--- src/rtl/mem_arbiter.sv ---
// Arbitrates one shared memory port between the I-cache and D-cache engines.
// D wins by default; a starvation counter eventually forces an I grant.
module mem_arbiter #(
    parameter int unsigned MEM_LAT    = 4,
    parameter int unsigned STARVE_MAX = 8
) (
    input  logic        clk,
    input  logic        rst,
    input  logic        i_req,
    input  logic [15:0] i_addr,
    output logic        i_grant,
    output logic        i_done,
    input  logic        d_req,
    input  logic        d_wr,
    input  logic [15:0] d_addr,
    input  logic [15:0] d_wdata,
    output logic        d_grant,
    output logic        d_done,
    output logic [15:0] rdata,
    output logic        busy,
    output logic        mem_rd,
    output logic        mem_wr,
    output logic [15:0] mem_addr,
    output logic [15:0] mem_wdata,
    input  logic        mem_stall,
    input  logic [15:0] mem_rdata
);

    typedef enum logic [1:0] {IDLE, ISSUE, WAIT, RESP} state_t;

    state_t      state_q, state_d;
    logic        owner_q, owner_d;
    logic        wr_q, wr_d;
    logic [15:0] addr_q, addr_d;
    logic [15:0] wdata_q, wdata_d;
    logic [15:0] rdata_q, rdata_d;
    logic [3:0]  wait_q, wait_d;
    logic [3:0]  lat_q, lat_d;
    logic        gnt_i, gnt_d;
    logic [3:0]  wait_inc;

    assign wait_inc = (wait_q == 4'hF) ? wait_q : wait_q + 4'd1;

    always_comb begin
        state_d = state_q;
        owner_d = owner_q;
        wr_d    = wr_q;
        addr_d  = addr_q;
        wdata_d = wdata_q;
        rdata_d = rdata_q;
        lat_d   = lat_q;
        wait_d  = i_req ? wait_inc : 4'd0;
        gnt_i   = 1'b0;
        gnt_d   = 1'b0;
        unique case (state_q)
            IDLE: begin
                // Grants are gated by rst so every output is 0 during reset.
                if (!rst) begin
                    gnt_i = i_req && (wait_q >= 4'(STARVE_MAX) || !d_req);
                    gnt_d = d_req && !gnt_i;
                end
                if (gnt_i) begin
                    owner_d = 1'b0;
                    wr_d    = 1'b0;
                    addr_d  = i_addr;
                    wdata_d = 16'h0;
                    state_d = ISSUE;
                end else if (gnt_d) begin
                    owner_d = 1'b1;
                    wr_d    = d_wr;
                    addr_d  = d_addr;
                    wdata_d = d_wdata;
                    state_d = ISSUE;
                end
                if (gnt_i || !i_req) wait_d = 4'd0;
                else if (!gnt_d)     wait_d = wait_q;
            end
            ISSUE: begin
                if (!mem_stall) begin
                    lat_d   = 4'(MEM_LAT - 1);
                    state_d = WAIT;
                end
            end
            WAIT: begin
                if (lat_q == 4'd0) begin
                    if (!wr_q) rdata_d = mem_rdata;
                    state_d = RESP;
                end else begin
                    lat_d = lat_q - 4'd1;
                end
            end
            RESP: state_d = IDLE;
        endcase
    end

    always_ff @(posedge clk or posedge rst) begin
        if (rst) begin
            state_q <= IDLE;
            owner_q <= 1'b0;
            wr_q    <= 1'b0;
            addr_q  <= 16'h0;
            wdata_q <= 16'h0;
            rdata_q <= 16'h0;
            wait_q  <= 4'd0;
            lat_q   <= 4'd0;
        end else begin
            state_q <= state_d;
            owner_q <= owner_d;
            wr_q    <= wr_d;
            addr_q  <= addr_d;
            wdata_q <= wdata_d;
            rdata_q <= rdata_d;
            wait_q  <= wait_d;
            lat_q   <= lat_d;
        end
    end

    assign i_grant   = gnt_i;
    assign d_grant   = gnt_d;
    assign i_done    = (state_q == RESP) && !owner_q;
    assign d_done    = (state_q == RESP) && owner_q;
    assign busy      = (state_q != IDLE);
    assign rdata     = rdata_q;
    assign mem_rd    = (state_q == ISSUE) && !wr_q;
    assign mem_wr    = (state_q == ISSUE) && wr_q;
    assign mem_addr  = (state_q == ISSUE) ? addr_q : 16'h0;
    assign mem_wdata = (state_q == ISSUE) ? wdata_q : 16'h0;

endmodule

--- config.mk ---
export PLATFORM = sky130hd
export DESIGN_NAME = mem_arbiter
export DESIGN_NICKNAME = d
export VERILOG_FILES = /design/src/rtl/mem_arbiter.sv
export SDC_FILE = /design/constraint.sdc
export NUM_CORES = 1
export LEC_CHECK = 0
export ABC_CLOCK_PERIOD_IN_PS = 3300
export CORE_ASPECT_RATIO = 1.5
export CORE_UTILIZATION = 39
export DETAILED_ROUTE_END_ITERATION = 7
export HOLD_SLACK_MARGIN = 0.15
export PLACE_DENSITY = 0.77
export SLEW_MARGIN = 5
export SYNTH_ARGS = -nofsm -noshare
export SYNTH_HDL_FRONTEND = slang
export SYNTH_SLANG_ARGS = --single-unit
--- constraint.sdc ---
create_clock -name clk -period 3.3 [get_ports clk]
set_input_delay 0.66 -clock clk [delete_from_list [all_inputs] [get_ports clk]]
set_output_delay 0.66 -clock clk [all_outputs]
set_load 0.01 [all_outputs]
==> results of run 1 <==
-- where the power goes --
part	leakage, nW	total (mW)	switching, mW	internal (mW)
Sequential	0.743	1.23	0.175	1.06
Combinational	1.17	1.53	0.638	0.893
Clock	0.105	0.738	0.294	0.444
-- worst max path at each step --
| stage | endpoint | slack, ps | cells past startpoint |
|---|---|---|---|
| 3_5_place_dp | i_grant | 440 | 4 |
| 2_1_floorplan | i_grant | 240 | 5 |
| 4_1_cts | i_grant | 440 | 4 |
| 3_3_place_gp | i_grant | 490 | 4 |
| 5_1_grt | i_grant | 390 | 4 |
| 6_report | i_grant | 450 | 4 |
-- stage by stage --
step | utilization, % | setup WS [ps]
after floorplan | - | 236
after global placement | 59.4 | 486
after detailed placement | 59.4 | 441
after CTS | 62.4 | 442
after global routing | 62.4 | 388
final | 62.4 | 450
-- logic make-up after synthesis --
group           synth area share [%]
simple gates                    16.3
flops                           50.0
compound gates                  12.0
mux                             13.8
buf+inv                         4.66
fa+ha+maj                       3.33
-- worst max-delay path, cell delays in order --
cell and delay [ps]:
clkdlybuf4s50_1 620, and3_1 230, and2_4 150, clkdlybuf4s50_1 530
-- cells in the final DEF (no fill, tap or decap), types with 2 or more instances in the layout --
cell             instances
nand3_1                  5
o21ai_1                  9
nor2b_1                  3
a22o_1                  19
a22oi_1                  2
clkinvlp_4               4
ha_1                     8
and2_1                  34
clkbuf_8                10
clkdlybuf4s50_1        124
dfrtp_1                 60
mux2_4                  11
nor2_1                   6
inv_1                   10
mux2i_1                 17
nor3_1                   2
buf_4                    8
a21oi_1                  3
and3_1                   3
mux2_2                   7
bufinv_16                2
o21ai_0                 14
nand2_1                 21
-- routing by layer --
layer	global-route usage, %	routed length [um]
met5	0	0
met2	31.3	3630
met1	20.8	2680
met4	9.07	144
met3	4.86	542
-- state kept, by name, summed over array words and instances, names as in the netlist --
name and count:
addr_q 16, lat_q 4, owner_q 1, rdata 16, state_q 2, wait_q 4, wdata_q 16, wr_q 1
-- cell type report --
class / instances / area (sq um) / share of cell area [%]
clock buffer: 10 / 138 / 3.01
clock inverter: 6 / 87.6 / 1.92
inverter: 11 / 45.0 / 0.985
multi-input combinational: 181 / 1370 / 30.0
sequential: 60 / 1500 / 32.8
tap: 100 / 125 / 2.74
timing repair buffer: 132 / 1300 / 28.5
==> flow_metrics.py, run 1 <==
metrics = {
    "yosys": {
        "synthesis.area_sq_mm": 0.00300,
        "synth_top_flop_cell": "dfrtp_1",
        "yosysSeqAreaShare_pct": 50.0,
        "yosysWarnings": 0,
        "synth_top_cells_by_count": "dfrtp_1 (60), and2_1 (34), nand2_1 (21), a22o_1 (19), mux2i_1 (17)",
        "yosysTopAreaCellShare_pct": 50.0,
        "synth_seq_cells": 60,
        "synthCells": 267,
        "synthArstFlopShare_pct": 100,
        "synth_area_leader_cell": "dfrtp_1",
        "synth_cell_types": 39,
        "syn_avg_cell_area_sq_um": 11.3,
        "synth.most_common_cell": "dfrtp_1",
        "synth_area_leaders": "dfrtp_1 (50%), and2_1 (7.1%), mux2i_1 (5.7%)",
        "synth_edf_count": 0,
        "synth.net_count": 345,
    },
    "sta": {
        "finalSetupViolations": 0,
        "fmax_mhz": 351,
        "worst_slew_pin_slew_ps": 778,
        "maxSlewHeadroom_pct": 48.1,
        "fin_crit_ps": 2850,
        "final.setup.tns_ps": 0,
        "finalHoldViolations": 0,
        "fin_crit_sh_pct": 86.4,
        "rsz0062_at_grt": "false",
        "fin_skew_ps": 3.64,
        "slew_violations": 0,
        "holdWs_ps": 471,
    },
    "finish": {
        "final_nets": 473,
        "layout.cells.non_filler": 500,
        "nFillCells": 610,
        "area_growth_pct": 52.2,
        "diodes": 0,
        "drive_above_1_share_pct": 13.3,
        "final_area_sq_mm": 0.00457,
    },
    "global_route": {
        "overflow": 0,
        "grt.total_usage_pct": 18.3,
        "antenna_found_initial": 0,
        "grt_pass1_wl_um": 11100,
        "grt_pass1_vias": 2371,
        "grt_max_degree": 62,
    },
    "place": {
        "globalplace.congestion": 0.738,
        "io_buffers": 124,
        "post_dp_cell_area_sq_mm": 0.00435,
        "dp.cells": 484,
        "dp_hpwl_um": 5180,
    },
    "clock_tree": {
        "ctsHoldBuffers": 0,
        "worstSkewPairLatency_ps": 330,
        "numCtsBuffers": 9,
        "cts.sinks": 60,
        "clkTransAtPathRegs_ps": 70,
        "post_cts_buffers": 0,
        "cts_tree": "built",
        "cts_resized": 0,
        "cts_root_buffer": "clkbuf_8",
        "h-tree-depth": 3,
        "max-clock-path-buffers": 2,
    },
    "floorplan": {
        "row_count": 38,
        "start_util_pct": 41.0,
        "ioPinCount": 125,
        "die_w_um": 73.7,
        "core-area_sq_mm": 0.00732,
        "die_y_um": 109,
        "die-area_sq_mm": 0.00807,
    },
    "min_path": {
        "hold_path.startpoint": "addr_q[9]",
        "hold_end": "addr_q[9]",
        "min_path_type": "register to register",
        "min_path_cells": 2,
    },
    "route": {
        "ant_nets": 0,
        "viasPerCell": 4.86,
        "vias": 2431,
        "drtIter0Drc": 77,
        "remaining_drc_errors": 0,
        "first_pass_iters": 4,
        "wl_um": 7000,
        "wl_per_cell_um": 14.0,
    },
    "setup_path": {
        "crit_start": "i_req",
        "critPathKind": "primary input to output pin",
        "cp-start-kind": "primary input",
        "rr_endpoint": "wdata_q[7]",
        "cp.required_ps": 2640,
        "r2r_slack_ps": 1400,
        "r2r_start": "state_q[1]",
        "critPathCaptureType": "output pin",
        "critical_path_arrival_ps": 2190,
        "crit_fanout": 7,
        "rr_worst_depth": 7,
    },
    "pwr": {
        "power.total_mw": 3.50,
        "p_leak_nw": 2.02,
        "p_per_area_mw_per_mm2": 766,
        "ir_drop_uv": 370,
    },
    "flow_run": {
        "drv_cap": 0,
    },
    "status": {
        "run_status": "finished, final reports clean",
    },
}
No activity file was read; power rests on OpenSTA's default activity.
==> inputs of run 2 (changes only) <==
--- a/config.mk
+++ b/config.mk
@@ -6,7 +6,8 @@
 export NUM_CORES = 1
 export LEC_CHECK = 0
+export ABC_AREA = 1
 export ABC_CLOCK_PERIOD_IN_PS = 3300
 export CORE_ASPECT_RATIO = 1.5
-export CORE_UTILIZATION = 39
+export CORE_UTILIZATION = 40
 export DETAILED_ROUTE_END_ITERATION = 7
 export HOLD_SLACK_MARGIN = 0.15
==> constraint.sdc (replaced) <==
create_clock -name clk -period 3.3 [get_ports clk]
set_input_delay 0.66 -clock clk [delete_from_list [all_inputs] [get_ports clk]]
set_output_delay 0.66 -clock clk [all_outputs]
set_load 0.05 [all_outputs]
==> run 2 against run 1 <==
Compared with the run above:
- power increased by 25%
- first-iteration DRC count increased by 130%
- non-clock buffer count decreased by 5
- area after synthesis increased by 8.9%
- sequential cell count unchanged
- register-to-register slack got worse by 370 ps
- global-route usage increased by 2.5 points
- sequential power about the same
- sequential share of layout area decreased by 1.4 points
- critical endpoint is now busy
- fmax increased by 3.0%
- critical path type is now register to output pin
- critical path depth unchanged
==> flow_metrics.py, run 2 <==
metrics = {
    "yosys": {
        "synth_seq_cells": 60,
        "syn_avg_cell_area_sq_um": 7.38,
        "synthesis.area_sq_mm": 0.00327,
        "synthArstFlopShare_pct": 100,
        "yosysSeqAreaShare_pct": 45.9,
        "synth_area_leaders": "dfrtp_1 (46%), nand2_1 (24%), nand3_1 (8.9%)",
        "synthCells": 443,
        "synth_top_cells_by_count": "nand2_1 (208), dfrtp_1 (60), nand3_1 (58), inv_1 (51), nor2_1 (9)",
        "synth.net_count": 521,
        "synth_cell_types": 28,
        "synth_area_leader_cell": "dfrtp_1",
        "yosysTopAreaCellShare_pct": 45.9,
        "synth.most_common_cell": "nand2_1",
        "synth_top_flop_cell": "dfrtp_1",
        "yosysWarnings": 0,
        "synth_edf_count": 0,
    },
    "sta": {
        "fin_crit_sh_pct": 83.8,
        "holdWs_ps": 467,
        "finalSetupViolations": 0,
        "rsz0062_at_grt": "false",
        "fin_skew_ps": 4.35,
        "finalHoldViolations": 0,
        "finalWorstSetupSlack_ps": 535,
        "fin_crit_ps": 2770,
        "final.setup.tns_ps": 0,
        "slew_violations": 0,
        "fmax_mhz": 362,
        "maxSlewHeadroom_pct": 49.8,
        "worst_slew_pin_slew_ps": 754,
    },
    "setup_path": {
        "cp-start-kind": "register",
        "cp.required_ps": 2640,
        "critPathCaptureType": "output pin",
        "path_cells": "inv_1 -> ha_1 -> inv_1 -> clkdlybuf4s50_1",
        "cp_slowest_cell": "clkdlybuf4s50_1",
        "critical_path_arrival_ps": 2110,
        "critPathKind": "register to output pin",
        "path_delay_family": "buffers and inverters",
        "cp_common_cell": "inv_1",
        "path_buf_inv": 3,
        "crit_fanout": 6,
        "slowest_delay_ps": 830,
    },
    "pwr": {
        "clkPwrFrac_pct": 21.3,
        "p_sw_share_pct": 45.4,
        "p_sw_mw": 2.00,
        "p_per_area_mw_per_mm2": 922,
        "p_leak_nw": 2.66,
        "power.internal_mw": 2.40,
        "power.total_mw": 4.40,
        "seq_power_share_pct": 28.4,
        "ir_drop_uv": 416,
        "power_frac_comb_pct": 50.4,
    },
    "global_route": {
        "antenna_found_initial": 0,
        "grt_max_degree": 61,
        "grt.total_usage_pct": 20.8,
        "overflow": 0,
        "grt_pass1_wl_um": 13200,
        "grt_pass1_vias": 2979,
    },
    "clock_tree": {
        "post_cts_buffers": 0,
        "cts_tree": "built",
        "cts_resized": 0,
        "worstSkewPairLatency_ps": 320,
        "ctsHoldBuffers": 0,
        "cts_root_buffer": "clkbuf_16",
        "clkTransAtPathRegs_ps": 50,
        "max-clock-path-buffers": 2,
        "numCtsBuffers": 9,
        "h-tree-depth": 3,
        "cts.sinks": 60,
    },
    "route": {
        "remaining_drc_errors": 0,
        "viasPerCell": 4.67,
        "first_pass_iters": 4,
        "wl_um": 8350,
        "vias": 3145,
        "drtIter0Drc": 179,
        "ant_nets": 0,
        "wl_per_cell_um": 12.4,
    },
    "status": {
        "run_status": "finished, final reports clean",
    },
    "finish": {
        "area_growth_pct": 45.8,
        "drive_above_1_share_pct": 11.8,
        "diodes": 0,
        "layout_common_cells": "nand2_1 (208), clkdlybuf4s50_1 (88), dfrtp_1 (60)",
        "final_common_cell": "nand2_1",
        "final_nets": 641,
        "nFillCells": 738,
    },
    "place": {
        "dp_hpwl_um": 5990,
        "io_buffers": 124,
        "globalplace.congestion": 0.760,
        "dp_slack_ps": 646,
    },
    "floorplan": {
        "ioPinCount": 125,
        "row_count": 40,
        "core-area_sq_mm": 0.00796,
        "die_y_um": 113,
        "start_util_pct": 41.1,
        "die_w_um": 75.8,
        "die-area_sq_mm": 0.00855,
    },
    "flow_run": {
        "drv_cap": 0,
    },
    "min_path": {
        "min_path_type": "register to register",
    },
}
==> run 2: changes by cell type after synthesis, sizes merged, moves of 6 or more <==
cell | before | now
and2 | 35 | 0
a22o | 20 | 0
mux2 | 18 | 0
inv | 11 | 56
buf | 8 | 14
o21ai | 24 | 3
nand3 | 6 | 60
nand2 | 22 | 211
mux2i | 17 | 0
==> run 2: stage by stage <==
stage               instances  utilization (%)  instance area, sq um
detailed placement        657             56.1                  4460
global route              673             59.9                  4770
floorplan                 443                -                  3270
CTS                       673             59.9                  4770
finish                    673             59.9                  4770
global placement          657             56.1                  4460
==> run 2: metal layers <==
metal | vias to the layer above | track usage [%] | share of wire, %
met4 | 0 | 11.0 | 3.2
met2 | 99 | 37.5 | 54
li1 | 1589 | - | -
met3 | 16 | 4.36 | 4.3
met1 | 1441 | 21.5 | 39
met5 | - | 0 | 0
==> run 2: worst paths after layout <==
kind	startpoint	end	slack, ps	depth (start not counted)
setup / recovery	state_q[0]	busy	530	4
hold / removal	rdata[12]	rdata[12]	470	2
setup reg to reg	state_q[1]	lat_q[1]	1030	8
hold reg to reg	rdata[12]	rdata[12]	470	2
max in group asynchronous	rst	rdata[12]	1850	3
min in group asynchronous	rst	addr_q[6]	970	3
==> run 2: logic make-up (layout without fill, tap and decap cells) <==
group | after synthesis | in the layout | share of synthesized area, %
AOI/OAI and AO/OA | 9 | 9 | 1.61
DFF | 60 | 60 | 45.9
buffers and inverters | 75 | 200 | 11.2
xor gates and xnor gates | 2 | 2 | 0.536
and+or+nand+nor | 289 | 289 | 37.6
adders and majority gates | 8 | 8 | 3.06
==> run 2: power groups by stage <==
stage	clock network [mW]	registers, mW	logic (mW)
floorplan	0	1.56	1.20
CTS	0.957	1.25	2.23
detailed placement	0	1.26	2.23
finish	0.934	1.25	2.21
global placement	0	1.24	2.18
global route	0.987	1.29	2.40
==> run 2: worst min-delay path, stage by stage (launching register included) <==
cell     delay (ps)
dfrtp_1         330
nand2_1          50
nand2_1          50
==> run 2: final cells by class <==
type                    instances  area [sq um]  area share (%)
flip-flops and latches         60          1500            31.5
clock buffers                  12           256            5.38
multi-input cells             308          1400            29.4
well taps                     105           131            2.76
repair buffers                127          1210            25.4
clock inverters                 4          47.5           0.997
inverters                      57           219            4.59
